**src/rtl/bcd_seq_ctrl.sv**
```systemverilog
`default_nettype none
// +--------------------------------------------------------------------------+
// | bcd_seq_ctrl : sequential binary-to-BCD converter (double-dabble),        |
// | one bit per clock, valid/ready on both the operand and result sides.      |
// | Rev 1.0                                                                   |
// +--------------------------------------------------------------------------+
module bcd_seq_ctrl #(
  parameter int WIDTH  = 8,
  parameter int DIGITS = 3
) (
  input  logic             clk,
  input  logic             rst_n,
  input  logic             in_valid,
  output logic             in_ready,
  input  logic [WIDTH-1:0] number,
  output logic             out_valid,
  input  logic             out_ready,
  output logic [3:0]       hundreds,
  output logic [3:0]       tens,
  output logic [3:0]       ones,
  output logic             busy
);

  localparam int BCDW = 4 * DIGITS;
  localparam int WW   = BCDW + WIDTH;
  localparam int CW   = $clog2(WIDTH + 1);

  localparam logic [1:0]    c_idle  = 2'd0;
  localparam logic [1:0]    c_shift = 2'd1;
  localparam logic [1:0]    c_done  = 2'd2;
  localparam logic [CW-1:0] c_last  = CW'(WIDTH - 1);

  logic [1:0]    r_state;
  logic [WW-1:0] r_work;
  logic [CW-1:0] r_cnt;
  logic [3:0]    r_hundreds;
  logic [3:0]    r_tens;
  logic [3:0]    r_ones;

  logic [WW-1:0] w_adj;
  logic [WW-1:0] w_shift;

  // Add-3 correction on every BCD digit that would overflow when doubled.
  always_comb begin
    w_adj = r_work;
    for (int d = 0; d < DIGITS; d++) begin
      if (r_work[WIDTH + 4*d +: 4] >= 4'd5)
        w_adj[WIDTH + 4*d +: 4] = r_work[WIDTH + 4*d +: 4] + 4'd3;
    end
    w_shift = {w_adj[WW-2:0], 1'b0};
  end

  always_ff @(posedge clk or negedge rst_n) begin
    if (!rst_n) begin
      r_state    <= c_idle;
      r_work     <= '0;
      r_cnt      <= '0;
      r_hundreds <= 4'd0;
      r_tens     <= 4'd0;
      r_ones     <= 4'd0;
    end else begin
      case (r_state)
        c_idle: begin
          if (in_valid) begin
            r_work  <= {{BCDW{1'b0}}, number};
            r_cnt   <= '0;
            r_state <= c_shift;
          end
        end
        c_shift: begin
          r_work <= w_shift;
          r_cnt  <= r_cnt + CW'(1);
          if (r_cnt == c_last) begin
            r_hundreds <= w_shift[WIDTH + 8 +: 4];
            r_tens     <= w_shift[WIDTH + 4 +: 4];
            r_ones     <= w_shift[WIDTH +: 4];
            r_state    <= c_done;
          end
        end
        c_done: begin
          if (out_ready)
            r_state <= c_idle;
        end
        default: r_state <= c_idle;
      endcase
    end
  end

  assign in_ready  = (r_state == c_idle);
  assign out_valid = (r_state == c_done);
  assign busy      = (r_state != c_idle);
  assign hundreds  = r_hundreds;
  assign tens      = r_tens;
  assign ones      = r_ones;

endmodule
`default_nettype wire
```
**config.mk**
```make
export PLATFORM = sky130hd
export DESIGN_NAME = bcd_seq_ctrl
export DESIGN_NICKNAME = d
export VERILOG_FILES = /design/src/rtl/bcd_seq_ctrl.sv
export SDC_FILE = /design/constraint.sdc
export NUM_CORES = 1
export LEC_CHECK = 0
export CAP_MARGIN = 20
export CORE_UTILIZATION = 45
export DETAILED_ROUTE_END_ITERATION = 6
export PLACE_DENSITY = 0.74
export SLEW_MARGIN = 20
export SYNTH_ARGS = -nofsm -noshare
export SYNTH_HDL_FRONTEND = slang
export SYNTH_SLANG_ARGS = --single-unit
```
**constraint.sdc**
```tcl
create_clock -name clk -period 2 [get_ports clk]
set_clock_uncertainty 0.05 [all_clocks]
set_input_delay 0.4 -clock clk [delete_from_list [all_inputs] [get_ports clk]]
set_output_delay 0.4 -clock clk [all_outputs]
set_load 0.005 [all_outputs]
```
# == Word level (Yosys, flattened, before mapping) ==
# Index checks and enable logic that the tools add are counted.
# totals
reg_bits,38
output_inout_bits,15
elab_cells,36
# op_classes
add_sub_neg,4
n_lt_le_gt_ge,3
n_eq_ne,6
muxes,11
reduce_logical,6
# ops
operator,count
$pmux 20 s2,1
$mux 20,1
$ge 4x3->1 const B,3
$mux 4,3
$add 4x2->4 const B,2
$pmux 4 s2,1
$mux 2,3
$pmux 2 s3,1
$add 4x1->4 const B,1
$eq 4x3->1 const B,1
$ne 2x2->1 const B,2
$reduce_and 2->1,2
$reduce_bool 2->1,2
$add 3x2->3 const B,1
$mux 3,1
$reduce_and 3->1,1
$eq 2x1->1 const B,1
$eq 2x2->1 const B,1
$logic_not 2->1,1
$ne 2x1->1 const B,1

# == Depth between registers and ports, before layout ==
# Gate-level depths: netlist of the first run.
# logic_depth
word_depth,3
ltp_mapped,6
ltp_nobuf,6

# == Worst setup path after synthesis of the first run ==
# Ideal clock, no wire load.
# synth_timing
path_kind,register to register
startpoint,reg r_work[12]
endpoint,reg r_work[14]
setup_time_ns,0.083
t_arrival_ns,1.420
path_slack_ns,0.448
path_stages_with_launch,6
n_path_buf,0
cell_sequence,dfrtp_1 -> ha_1 -> nand2b_1 -> a21oi_1 -> mux2_2 -> o21ai_0
# synth_between
elab_chain_len,3
word_cells_on_any_way,4
# synth_rtl
element,line,rtl
start: declaration,34,logic [WW-1:0] r_work;
start signal: assignment,65,"r_work <= {{BCDW{1'b0}}, number};"
start signal: assignment,71,r_work <= w_shift;
$add 4x2->4 or $ge 4x3->1 (tied branches),"48, 47",
$mux 4 *,47,if (r_work[WIDTH + 4*d +: 4] >= 4'd5)
$pmux 20 s2 *,62,case (r_state)
# Mark *: on every way between the ends. The rest lies on a longest branch, timed or not.
# A chain may end at the register's enable or synchronous reset.

# == Worst setup path in the final report of the first run ==
# layout_timing
startpoint,reg r_state[0]
endpoint,out in_ready
# layout_between
elab_chain_len,1
# layout_rtl
element,line,rtl
start: declaration,33,logic [1:0] r_state;
start signal: assignment,55,r_state <= c_idle;
start signal: assignment,67,r_state <= c_shift;
start signal: assignment,77,r_state <= c_done;
$logic_not 2->1,89,assign in_ready = (r_state == c_idle);
end: declaration,14,"output logic in_ready,"
# No other way between the ends.

==> metrics.csv, run 1 <==
stage;metric;value;unit
sta;setup_tns;0;ns
routing;remaining antenna violation count after routing;0;
logic_synthesis;Syn Inst Count;182;
floorplan;die height;66.5;microns
sta;Hold Vio Cnt, Final;0;
logic_synthesis;register bit count reported by yosys;38;
final_layout;Final Cell Area;0.00232;sq mm
job;MaxCap Viol Count;0;
sta;post-layout minimum cycle time;1.91;ns
clocking;Clock transition at path regs;0.07;ns
setup_path;Worst Setup SP;r_state[0]$_DFFE_PN0P_;
power;Power Dens Cells;1520;mW/mm^2
logic_synthesis;Post-Syn Area;0.00187;sq mm
sta;Tcrit/Tclk final;95.5;%
logic_synthesis;ys flop type;dfrtp_1;
power;Tot Pwr;3.53;mW
setup_path;reg2reg setup slack;0.18;ns
setup_path;crit path launch type;flop;
sta;Slew Limit Fails;0;
setup_path;CP peak stage delay;0.49;ns
global_routing;vias in the first global route;1314;
global_routing;GR Util met2;29.1;%
power;Switch Pwr;1.25;mW
clocking;clk sink count;38;
logic_synthesis;warnings from Yosys;0;
routing;via count;1422;
place;hpwl dp;2380;microns
sta;Relative slew margins;38.6;%
floorplan;Die ar.;0.00442;sq mm
final_layout;Diodes inserted;0;
power;Seq pwr share;39.1;%
routing;Detailed Routing Iterations Pass 1;4;
logic_synthesis;number of enable flip-flop cells after synthesis;0;
power;switching fraction of total power;35.5;%
setup_path;depth of the worst register-to-register path;5;
power;Clk pwr share;15.4;%
setup_path;Critical Path AT;1.46;ns
final_layout;commonest cells after routing, fill and taps aside;38 x dfrtp_1, 24 x clkdlybuf4s50_1, 22 x o21ai_0;
logic_synthesis;Async SR Flop Fraction;100;%
logic_synthesis;Avg Cell Area, Syn;10.3;sq um
setup_path;crit-path max FO;2;
sta;actual slew at the worst max-slew pin;0.919;ns
floorplan;Core Rows;23;
setup_path;Crit-path slowest cell;clkdlybuf4s50_1;
global_routing;grt met1 use;24.3;%
setup_path;Crit Path Class;reg -> out;
run_status;status;finished, final reports clean;
routing;DRT Wirelength;3560;microns
floorplan;core area;0.00400;sq mm
setup_path;r2r endpoint;r_work[5]$_DFFE_PN0P_;
global_routing;first-pass GRT wire length;6000;microns
final_layout;layout net count;236;
clocking;H-tree levels;2;
worst_hold_path;Hold Path Class;in -> async;
clocking;clk buf depth;2;
routing;Vias per Instance;5.31;
logic_synthesis;Synthesized Nets;201;
global_routing;Top Usage Layer GRT;met2;
global_routing;initial antenna violation count;0;
power;Internal;2.28;mW
clocking;CTS tree;built;
clocking;Hold Buf Count CTS;0;
floorplan;die width;66.5;microns
routing;Routed WL per cell;13.3;microns
power;combinational share of power;45.5;%
floorplan;initial core utilization;46.8;%
power;Peak supply drop;0.646;mV
setup_path;crit-path cells;or2_4, inv_1, clkdlybuf4s50_1;
place;port bufs;26;
clocking;root buf cell;clkbuf_8;
sta;RSZ-0062 raised after global routing;no;
floorplan;# IOs;27;
global_routing;met3 Use GR;5.31;%
final_layout;most common cell after layout, fill and taps aside;dfrtp_1;
clocking;CTS Buf Count;5;
place;Placed Area;0.00221;sq mm
routing;residual DRC count;0;
setup_path;Worst Path Required;1.55;ns
sta;FMAX;523;MHz
global_routing;GRT overflow;0;
clocking;Clock Latency Late Sink;0.29;ns
final_layout;ratio of cells with drive above 1 in the final layout;14.7;%
final_layout;Syn-to-layout area delta;23.8;%
logic_synthesis;post-synthesis cell type count;30;
logic_synthesis;sequential area share after synthesis;50.8;%
global_routing;pin count of the biggest net entering global routing;39;
sta;Final setup viols;0;
setup_path;crit path capture type;output pin;
routing;DR iter-0 viols;67;
place;GPL Wtd Cong;0.752;
power;Pleak;1.03;nW
setup_path;Worst R2R Start;r_state[1]$_DFFE_PN0P_;
sta;Hold Slack;0.0992;ns
global_routing;GRT Resource Usage Total;18.7;%
-- cell usage after synthesis (4+ instances only) --
library cell,instances,area [sq um]
buf_2,5,25.0
nor2b_1,11,68.8
a22oi_1,7,52.6
nand2b_1,4,25.0
ha_1,7,87.6
a21oi_1,19,95.1
nor3_1,4,20.0
nor2_1,9,33.8
inv_1,8,30.0
nand2_1,11,41.3
a22o_1,7,61.3
mux2_2,4,45.0
o21ai_0,22,110
dfrtp_1,38,951
-- area by class of cell --
type | instances | area, sq um
inverters | 8 | 30.0
clock inverters | 1 | 5.00
flip-flops and latches | 38 | 951
well taps | 50 | 62.6
fillers | 352 | 1680
multi-input cells | 127 | 843
clock buffers | 7 | 86.3
repair buffers | 37 | 340
-- stage by stage --
| step | worst slack, ns | utilization [%] | instances |
|---|---|---|---|
| after floorplan | 0.448 | - | 182 |
| after global placement | 0.182 | 55.2 | 258 |
| after detailed placement | 0.103 | 55.2 | 258 |
| after CTS | 0.0130 | 57.6 | 267 |
| after global routing | 0.0256 | 58.0 | 268 |
| final | 0.0894 | 58.0 | 268 |
-- power by group through the flow --
stage          combinational [mW]  sequential (mW)  clock [mW]
2_1_floorplan                1.06             1.36           0
3_3_place_gp                 1.55             1.39           0
3_5_place_dp                 1.60             1.40           0
4_1_cts                      1.62             1.38       0.561
5_1_grt                      1.83             1.43       0.593
6_report                     1.61             1.38       0.543
-- worst max-delay path: cells and delay by family (launching register included) --
family / cells / cell delay, ns
buf+inv: 2 / 0.54
flops: 1 / 0.38
simple gates: 1 / 0.25
-- layer usage --
layer  up-vias  routed length, microns
met3         6                     126
met4         0                      63
met5         -                       0
met1       679                    1730
li1        707                       -
met2        30                    1640
-- how the worst max path moves through the flow --
stage / slack, ns / endpoint
floorplan: 0.45 / r_work[14]$_DFFE_PN0P_
global placement: 0.18 / r_work[19]$_DFFE_PN0P_
detailed placement: 0.10 / r_work[15]$_DFFE_PN0P_
CTS: 0.01 / in_ready
global route: 0.03 / in_ready
finish: 0.09 / in_ready
-- state kept, by name, summed over array words and instances, names as in the netlist --
signal    flops
hundreds      4
ones          4
r_cnt         4
r_state       2
r_work       20
tens          4
-- cells by family after synthesis --
group / count (synthesis) / synth area share (%)
AOI/OAI and AO/OA: 61 / 19.4
xor gates and xnor gates: 3 / 1.40
adders and majority gates: 7 / 4.68
buffers and inverters: 17 / 4.34
DFF: 38 / 50.8
muxes: 8 / 5.14
and+or+nand+nor: 48 / 14.2
-- timing repair --
item | in CTS | in global routing
setup buffers | 1 | 1
gates resized for setup | 0 | 2
setup endpoints to repair | 1 | 2
(Power assumes the default switching activity.)
==> inputs of run 2 (changes only) <==
==> constraint.sdc (replaced) <==
create_clock -name clk -period 1.9 [get_ports clk]
set_clock_uncertainty 0.05 [all_clocks]
set_input_delay 0.38 -clock clk [delete_from_list [all_inputs] [get_ports clk]]
set_output_delay 0.38 -clock clk [all_outputs]
set_load 0.005 [all_outputs]
==> metrics.csv, run 2 (synthesis gave the netlist of run 1 again) <==
stage;metric;value;unit;change
routing;remaining antenna violation count after routing;0;;unchanged
setup_path;reg2reg setup slack;0.19;ns;about the same
final_layout;most common cell after layout, fill and taps aside;dfrtp_1;;
job;MaxCap Viol Count;0;;unchanged
worst_hold_path;Hold Path Class;reg -> reg;;
sta;actual slew at the worst max-slew pin;0.669;ns;-0.250 ns
sta;Hold Vio Cnt, Final;0;;unchanged
clocking;Clock transition at path regs;0.07;ns;about the same
routing;met1 wire length;1690;microns;-2.1%
routing;met2 wire len;1620;microns;-1.1%
setup_path;Worst Path Required;2.06;ns;+0.51 ns
worst_hold_path;Min-Delay Path Depth;1;;
clocking;clk buf depth;2;;unchanged
setup_path;r2r endpoint;tens[2]$_DFFE_PN0P_;;
floorplan;die width;66.5;microns;unchanged
floorplan;core area;0.00400;sq mm;unchanged
final_layout;Diodes inserted;0;;unchanged
place;hpwl dp;2340;microns;-1.6%
final_layout;ratio of cells with drive above 1 in the final layout;13.4;%;-1.3 points
clocking;Clock Latency Late Sink;0.28;ns;about the same
routing;DRT Wirelength;3470;microns;-2.6%
routing;residual DRC count;0;;unchanged
setup_path;crit path capture type;flop;;
power;Pleak;1.03;nW;-0.66%
setup_path;crit path launch type;flop;;
floorplan;# IOs;27;;unchanged
global_routing;pin count of the biggest net entering global routing;25;;-36%
routing;Routed WL per cell;13.0;microns;-1.9%
place;port bufs;26;;unchanged
routing;Routed met3 length;138;microns;+9.5%
place;worst slack, placed;0.0243;ns;-0.0785 ns
routing;via count;1404;;-1.3%
final_layout;Biggest register;r_work;;
sta;post-layout minimum cycle time;1.71;ns;
routing;top routing layer in use;met4;;
sta;FMAX;586;MHz;
run_status;status;finished, final reports clean;;
sta;Tcrit/Tclk final;89.7;%;
global_routing;first-pass GRT wire length;5920;microns;-1.3%
global_routing;vias in the first global route;1286;;-2.1%
clocking;clk sink count;38;;unchanged
power;Power Dens Cells;1620;mW/mm^2;+6.5%
floorplan;initial core utilization;46.8;%;unchanged
worst_hold_path;Hold Path End;hundreds[1]$_DFFE_PN0P_;;
sta;RSZ-0062 raised after global routing;no;;
routing;Vias per Instance;5.28;;-0.52%
final_layout;Largest register FFs;20;;unchanged
setup_path;Critical Path AT;1.87;ns;+0.41 ns
sta;Final Worst Setup Slack;0.195;ns;+0.106 ns
setup_path;depth of the worst register-to-register path;6;;+1
setup_path;Worst R2R Start;r_work[12]$_DFFE_PN0P_;;
final_layout;layout net count;234;;-0.85%
place;GPL Wtd Cong;0.727;;-3.4%
clocking;H-tree levels;2;;unchanged
clocking;CTS tree;built;;
sta;Slew Limit Fails;0;;unchanged
routing;DR iter-0 viols;80;;+19%
setup_path;crit-path max FO;5;;+3
power;Peak supply drop;0.665;mV;+3.0%
floorplan;Core Rows;23;;unchanged
clocking;CTS Buf Count;5;;unchanged
global_routing;GRT overflow;0;;unchanged
routing;Detailed Routing Iterations Pass 1;4;;unchanged
clocking;root buf cell;clkbuf_8;;
sta;setup_tns;0;ns;unchanged
floorplan;Die ar.;0.00442;sq mm;unchanged
floorplan;die height;66.5;microns;unchanged
final_layout;Syn-to-layout area delta;25.1;%;
worst_hold_path;critical hold path startpoint;hundreds[1]$_DFFE_PN0P_;;
global_routing;initial antenna violation count;0;;unchanged
setup_path;Worst Setup SP;r_work[12]$_DFFE_PN0P_;;
setup_path;Crit Path Class;reg -> reg;;
sta;Final setup viols;0;;unchanged
global_routing;GRT Resource Usage Total;18.0;%;-0.74 points
sta;Relative slew margins;55.4;%;+17 points
final_layout;commonest cells after routing, fill and taps aside;38 x dfrtp_1, 22 x o21ai_0, 22 x clkdlybuf4s50_1;;
-- run 2: cell count changes in the layout (fill, tap and decap cells not counted), sizes merged --
cell           previous run  this run
buf                      12         9
bufinv                    0         1
clkdlybuf4s50            24        22
clkinv                    1         0
dlygate4sd2               0         2
dlygate4sd3               0         1
-- run 2: per-stage QoR --
stage	total power, mW	instance area, sq um	util, %	cells	hold WS, ns
detailed placement	3.16	2220	55.4	256	0.269
global placement	3.10	2220	55.4	256	0.264
CTS	3.84	2340	58.5	266	0.450
global route	4.13	2340	58.6	266	0.478
floorplan	2.54	1870	-	182	0.0344
finish	3.80	2340	58.6	266	0.439
-- run 2: final cells by class --
class | instances | area [sq um]
clock buffers | 7 | 76.3
multi-input cells | 127 | 843
repair buffers | 35 | 350
flip-flops and latches | 38 | 951
well taps | 50 | 62.6
fillers | 353 | 1660
clock inverters | 1 | 30.0
inverters | 8 | 30.0
-- run 2: what timing repair did --
| action | CTS | global route |
|---|---|---|
| endpoints found under the setup margin | 1 | 4 |
| buffers inserted | 1 | 0 |
| gates resized for setup | 2 | 2 |
| hold endpoints to repair | 14 | 0 |
| hold buffers | 1 | 0 |
| pin swaps | 0 | 0 |
| cloned | 0 | 0 |
-- run 2: metal layers --
| metal | vias up | global-route usage, % |
|---|---|---|
| li1 | 706 | - |
| met1 | 663 | 24.4 |
| met2 | 33 | 28.4 |
| met3 | 2 | 4.11 |
| met4 | 0 | 5.59 |
| met5 | - | 0 |
-- run 2: critical path: stages (launching register included) --
cell and delay [ns]:
dfrtp_1 0.44, inv_1 0.08, ha_1 0.21, nand2b_1 0.08, a21oi_1 0.25, mux2_2 0.38
a21oi_1 0.14
-- run 2: how the worst max path moves through the flow --
stage,cells past startpoint,end
3_3_place_gp,4,r_work[15]$_DFFE_PN0P_
6_report,6,tens[2]$_DFFE_PN0P_
5_1_grt,6,r_work[14]$_DFFE_PN0P_
2_1_floorplan,5,r_work[14]$_DFFE_PN0P_
3_5_place_dp,4,r_work[19]$_DFFE_PN0P_
4_1_cts,2,busy
-- run 2: power by group --
part | switching (mW) | internal (mW) | total, mW
sequential | 0.280 | 1.17 | 1.45
clock | 0.272 | 0.393 | 0.665
combinational | 0.759 | 0.921 | 1.68
total | 1.31 | 2.49 | 3.80
